--- src/rtl/inst_prefetch.sv ---
// Instruction prefetch buffer: streams sequential ROM words into a small FIFO
// and flushes/redirects on branch. ROM reads are combinational (same-cycle data).
module inst_prefetch #(
  parameter int          DEPTH    = 4,
  parameter logic [31:0] RESET_PC = 32'h0000_0000
) (
  input  logic                     clk,
  input  logic                     rst,
  output logic                     rom_ce,
  output logic [31:0]              rom_addr,
  input  logic [31:0]              rom_inst,
  input  logic                     branch_flag,
  input  logic [31:0]              branch_target,
  output logic                     out_valid,
  input  logic                     out_ready,
  output logic [31:0]              out_pc,
  output logic [31:0]              out_inst,
  output logic [$clog2(DEPTH):0]   fifo_count
);

  localparam int             AW      = $clog2(DEPTH);
  localparam int             CW      = AW + 1;
  localparam logic [CW-1:0]  DEPTH_C = CW'(DEPTH);

  logic [31:0]   fetch_pc_r;
  logic [31:0]   mem_pc_r   [DEPTH];
  logic [31:0]   mem_inst_r [DEPTH];
  logic [AW-1:0] wr_ptr_r;
  logic [AW-1:0] rd_ptr_r;
  logic [CW-1:0] count_r;

  logic          pop_s;
  logic          push_s;
  logic          valid_s;

  // Handshake decode; a full FIFO still accepts a fetch when the head drains.
  always_comb begin
    valid_s = 1'b0;
    pop_s   = 1'b0;
    push_s  = 1'b0;
    if (rst) begin
      valid_s = (count_r != {CW{1'b0}});
      pop_s   = valid_s & out_ready;
      push_s  = ~branch_flag & ((count_r < DEPTH_C) | pop_s);
    end else begin
      valid_s = 1'b0;
      pop_s   = 1'b0;
      push_s  = 1'b0;
    end
  end

  // Output drive; everything reads as zero while reset is held or the FIFO is empty.
  always_comb begin
    rom_ce     = push_s;
    rom_addr   = 32'h0000_0000;
    out_valid  = valid_s;
    out_pc     = 32'h0000_0000;
    out_inst   = 32'h0000_0000;
    fifo_count = {CW{1'b0}};
    if (push_s) begin
      rom_addr = fetch_pc_r;
    end else begin
      rom_addr = 32'h0000_0000;
    end
    if (valid_s) begin
      out_pc     = mem_pc_r[rd_ptr_r];
      out_inst   = mem_inst_r[rd_ptr_r];
      fifo_count = count_r;
    end else begin
      out_pc     = 32'h0000_0000;
      out_inst   = 32'h0000_0000;
      fifo_count = {CW{1'b0}};
    end
  end

  // FIFO storage; deliberately not reset, only pointers and count are.
  always_ff @(posedge clk) begin
    if (push_s) begin
      mem_pc_r[wr_ptr_r]   <= fetch_pc_r;
      mem_inst_r[wr_ptr_r] <= rom_inst;
    end
  end

  // Fetch PC, pointers and occupancy; branch outranks any handshake in its cycle.
  always_ff @(posedge clk) begin
    if (!rst) begin
      fetch_pc_r <= RESET_PC;
      wr_ptr_r   <= {AW{1'b0}};
      rd_ptr_r   <= {AW{1'b0}};
      count_r    <= {CW{1'b0}};
    end else if (branch_flag) begin
      fetch_pc_r <= branch_target & 32'hFFFF_FFFC;
      wr_ptr_r   <= {AW{1'b0}};
      rd_ptr_r   <= {AW{1'b0}};
      count_r    <= {CW{1'b0}};
    end else begin
      if (push_s) begin
        fetch_pc_r <= fetch_pc_r + 32'd4;
        wr_ptr_r   <= wr_ptr_r + AW'(1);
      end
      if (pop_s) begin
        rd_ptr_r <= rd_ptr_r + AW'(1);
      end
      case ({push_s, pop_s})
        2'b10:   count_r <= count_r + CW'(1);
        2'b01:   count_r <= count_r - CW'(1);
        default: count_r <= count_r;
      endcase
    end
  end

endmodule

--- config.mk ---
export PLATFORM = sky130hd
export DESIGN_NAME = inst_prefetch
export DESIGN_NICKNAME = d
export VERILOG_FILES = /design/src/rtl/inst_prefetch.sv
export SDC_FILE = /design/constraint.sdc
export NUM_CORES = 1
export LEC_CHECK = 0
export ABC_AREA = 1
export CAP_MARGIN = 20
export CORE_ASPECT_RATIO = 1.5
export CORE_MARGIN = 2
export CORE_UTILIZATION = 30
export CTS_CLUSTER_DIAMETER = 50
export DETAILED_ROUTE_END_ITERATION = 8
export SYNTH_ARGS = -nofsm -noshare
export SYNTH_HDL_FRONTEND = slang
export SYNTH_SLANG_ARGS = --single-unit
--- constraint.sdc ---
create_clock -name clk -period 7.6 [get_ports clk]
set_clock_uncertainty 0.15 [all_clocks]
set_input_delay 1.9 -clock clk [delete_from_list [all_inputs] [get_ports clk]]
set_output_delay 1.9 -clock clk [all_outputs]
set_load 0.1 [all_outputs]
# Yosys cells after proc, flatten, opt, wreduce, memory -nomap -nowiden
# Memories as Yosys holds them, arrays and structs flattened. A register that Yosys moved wholly into a read port is not among the register bits.
# Index checks and enable logic that the tools add are counted.
# op_classes
add_sub_neg,5
magnitude_cmp,1
eq_ne,2
mux,16
n_bitwise,5
n_reduce_logical,4
# ops
operator,n
$mux W32,5
$add A32 B3 Y32 const B,1
$mux W2,4
$pmux W3 S2,1
$mux W1,5
$add A2 B1 Y2 const B,2
$reduce_bool A2 Y1,2
$add A3 B1 Y3 const B,1
$lt A3 B3 Y1 const B,1
$mux W3,1
$reduce_bool A3 Y1,1
$sub A3 B1 Y3 const B,1
$and A1 B1 Y1,2
$eq A2 B1 Y1 const B,1
$eq A2 B2 Y1 const B,1
$not A1 Y1,2
$reduce_or A2 Y1,1
$or A1 B1 Y1,1
# totals
register_bits,39
ramBits,256
inputBits,68
out_inout_bits,101
wordCells,40
n_memories,2
# memory_table
name,depth,width,read_ports,rd_ports_with_merged_regs,wr,line,source
mem_inst_r,4,32,1,1,1,27,logic [31:0] mem_inst_r [DEPTH];
mem_pc_r,4,32,1,1,1,26,logic [31:0] mem_pc_r [DEPTH];

# Logic depth before layout (Yosys ltp)
# logic_depth
word_depth,7
mapped_depth,13
mapped_depth_nobuf,11

# Worst setup path before layout
# Ideal clock, no wire load.
# synth_path
path_kind,input -> output
startpoint,input port rst
endpoint,output port out_pc[22]
arrival_time_ps,3926
t_required_ps,5550
setup_slack_ps,1624
cell_stages,5
n_path_buf,3
cell_sequence,buf_4 nand2_1 buf_2 buf_1 a21oi_1
# synth_between
elab_chain_cells,2
# synth_rtl
element,line,source
"start, declared",8,"input logic rst,"
$mux W1,41,if (rst) begin
$mux W32,65,if (valid_s) begin
"end, declared",16,"output logic [31:0] out_pc,"
# Every way passes these cells.

# Worst setup path in the final report
# layout_path
startpoint,input port rst
endpoint,output port rom_addr[14]
# layout_between
elab_chain_cells,2
# layout_rtl
element,line,source
$mux W1,41,
$mux W32,60,if (push_s) begin
"end, declared",10,"output logic [31:0] rom_addr,"
# Every way passes these cells.

==> flow_metrics.env <==
export IMPL_cp_end_kind="output pin"
export IMPL_worstPathMaxFanout=42
export IMPL_via_per_inst=4.83
export IMPL_grt_start_max_net_pins=125
export IMPL_fillers=3959
export IMPL_cts_repair_resized=0
export IMPL_cts_made_buffers=29
export IMPL_final_area_um2=15400
export IMPL_min_period_over_period=0.803
export IMPL_grt_first_pass_wirelength_mm=49.4
export IMPL_grt_overflow_total=0
export IMPL_wire_per_inst_um=17.2
export IMPL_worstMarginPinSlew_ns=1.05
export IMPL_reg2reg_from="count_r[2]"
export IMPL_num_antenna_cells=0
export IMPL_p_per_area_nw_per_um2=239
export IMPL_ioPinCount=169
export IMPL_hold_depth=2
export IMPL_slew_headroom=0.298
export IMPL_critical_path_class="in -> out"
export IMPL_p_sw_uw=814
export IMPL_place_congestion=0.793
export IMPL_synth_area_top_cells="edfxtp_1 (60%), nor2_1 (9.6%), dfxtp_1 (6.3%)"
export IMPL_rrSetupSlack_ns=5.14
export IMPL_worstReg2RegEnd="count_r[2]"
export IMPL_place_area_um2=14200
export IMPL_numPortBuffers=162
export IMPL_final_util=0.376
export IMPL_avgSynthCellArea_um2=10.3
export IMPL_initial_core_util=0.302
export IMPL_worstHoldStart="rd_ptr_r[1]"
export IMPL_met1Wirelength_mm=13.4
export IMPL_core_area_um2=40900
export IMPL_slew_violations=0
export IMPL_firstDrtPassIters=5
export IMPL_drive_gt1_frac=0.147
export IMPL_tritoncts="yes"
export IMPL_path_clk_slew_ns=0.06
export IMPL_htree_levels=1
export IMPL_worstPathArrival_ns=4.06
export IMPL_fp_row_count=91
export IMPL_wirelength_mm=32.4
export IMPL_cts_setup_buffers=0
export IMPL_seq_area_frac_synth=0.667
export IMPL_ant_nets=0
export IMPL_synth_top_area_cell="edfxtp_1"
export IMPL_synth_seq_cells=287
export IMPL_finalSetupViolCount=0
export IMPL_grt_pass1_vias=8875
export IMPL_die_area_um2=42800
export IMPL_syn_to_final_growth_pct=24.6
export IMPL_synth_cell_types=35
export IMPL_wl_met2_mm=16.9
export IMPL_cts_buffer_depth=3
export IMPL_seqPwrFrac=0.486
export IMPL_dp_hpwl_mm=19.4
export IMPL_wl_met3_mm=1.41
export IMPL_cts_hold_buf=0
export IMPL_grt_usage=0.150
export IMPL_final_hold_viol_count=0
export IMPL_rsz0062_at_grt="no"
export IMPL_min_path_type="reg -> reg"
export IMPL_clock_sinks=287
export IMPL_fmax_mhz=164
export IMPL_antenna_found_initial=0
export IMPL_period_minus_slack_ns=6.11
export IMPL_internal_power_mw=2.85
export IMPL_comb_power_share=0.071
export IMPL_fin_setup_tns_ns=0
export IMPL_peakVddDrop_mv=0.120
export IMPL_maxCapViolCount=0
export IMPL_cp_required_ns=5.55
export IMPL_syn_area_um2=12300
export IMPL_critical_path_startpoint_type="input port"
export IMPL_nets=1420
export IMPL_drt_initial_drc_count=480
export IMPL_clock_power_share=0.443
export IMPL_ys_warnings_count=0
export IMPL_netlist_instances=1198
export IMPL_rr_worst_depth=9
export IMPL_top_layer_used="met4"
export IMPL_die_height_um=252
export IMPL_swShare=0.222
export IMPL_cts_root_buf="clkbuf_16"
export IMPL_p_leak_nw=5.60
export IMPL_yosys_area_top_type_share=0.603
export IMPL_status="completed"
export IMPL_clk_latency_ns=0.56
export IMPL_drc=0
export IMPL_vias=9069
export IMPL_die_w_um=170
placed cells by master (no fill, tap or decap), types with 3 or more instances in the layout:
master           Yosys  final
clkinv_2             0      7
conb_1               1      4
xor2_1               3      3
o21ai_1             20     20
nand4_1             19     19
a21oi_1             84     84
bufinv_16            0      9
nand2_2              3      4
nand2_1            108    107
clkdlybuf4s50_1      0     66
nor2_2              13     13
nor2_4               5      9
nor2_1             316    312
nand3_1             25     25
clkbuf_16            0     29
edfxtp_1           248    248
inv_1               79     79
ha_1                 6      6
buf_4                7    109
o21ai_0            140    140
a31oi_1              4      4
dfxtp_1             39     37
how the worst max path moves through the flow:
stage | startpoint | to | slack [ns]
global placement | rst | rom_addr[21] | 1.46
floorplan | rst | out_pc[22] | 1.62
detailed placement | rst | rom_addr[14] | 1.48
CTS | rst | rom_addr[14] | 1.47
global route | rst | rom_addr[14] | 1.32
finish | rst | rom_addr[14] | 1.49
per-layer routing:
layer | global-route usage | vias up
met4 | 0.0488 | 0
met5 | 0 | -
met1 | 0.181 | 4381
li1 | - | 4382
met2 | 0.274 | 262
met3 | 0.0174 | 44
sequential cells by signal, summed over array words and instances, names as in the netlist, named ones only:
register,cells
mem_inst_r,128
count_r,3
fetch_pc_r,30
wr_ptr_r,2
rd_ptr_r,2
mem_pc_r,120
worst max-delay path, stage by stage:
cell and delay, ns:
clkdlybuf4s50_1 0.45, buf_4 0.26, inv_4 0.17, nor2_4 0.21
nand2_4 0.39, nor2_1 0.31, buf_4 0.34
power groups by stage:
stage	combinational, mW	sequential [mW]	clock (mW)
detailed placement	0.260	1.82	0
CTS	0.262	1.78	1.67
global placement	0.258	1.81	0
global route	0.281	1.79	1.73
finish	0.259	1.78	1.63
floorplan	0.173	1.81	0
cell usage after synthesis, drive strengths merged:
master and instances:
nor2 334, edfxtp 248, o21ai 160, nand2 113
a21oi 84, inv 83, dfxtp 39, clkbuf 35
buf 30, nand3 25, nand4 19, ha 6
a31oi 4, a21boi 3, xor2 3, nand3b 2
o211ai 2, o21ba 2, a211oi 1, a32oi 1
conb 1, fa 1, o21a 1, or2 1
area by class of cell:
| class | count | area, um^2 | area share |
|---|---|---|---|
| Clock buffer | 32 | 757 | 0.0492 |
| Multi-Input combinational cell | 766 | 3540 | 0.230 |
| Sequential cell | 287 | 8230 | 0.535 |
| Clock inverter | 21 | 350 | 0.0228 |
| Tap cell | 511 | 639 | 0.0416 |
| Inverter | 83 | 315 | 0.0205 |
| Timing Repair Buffer | 178 | 1550 | 0.101 |
stage by stage:
step | instances | power, mW | setup WS [ns] | hold slack (ns)
floorplan | 1201 | 1.98 | 1.62 | 0.286
global placement | 1824 | 2.07 | 1.46 | 0.311
detailed placement | 1824 | 2.08 | 1.48 | 0.327
CTS | 1877 | 3.71 | 1.47 | 0.336
global route | 1878 | 3.80 | 1.32 | 0.361
finish | 1878 | 3.67 | 1.49 | 0.332
logic make-up after synthesis:
group	after synthesis	share of synthesized area
XOR/XNOR	3	0.00213
AO/OA/AOI/OAI	258	0.108
buffers and inverters	148	0.0506
other	1	0.000304
AND/OR/NAND/NOR	494	0.165
adder cells (fa/ha/maj)	7	0.00770
flip-flops	287	0.667
(Power assumes the default switching activity.)
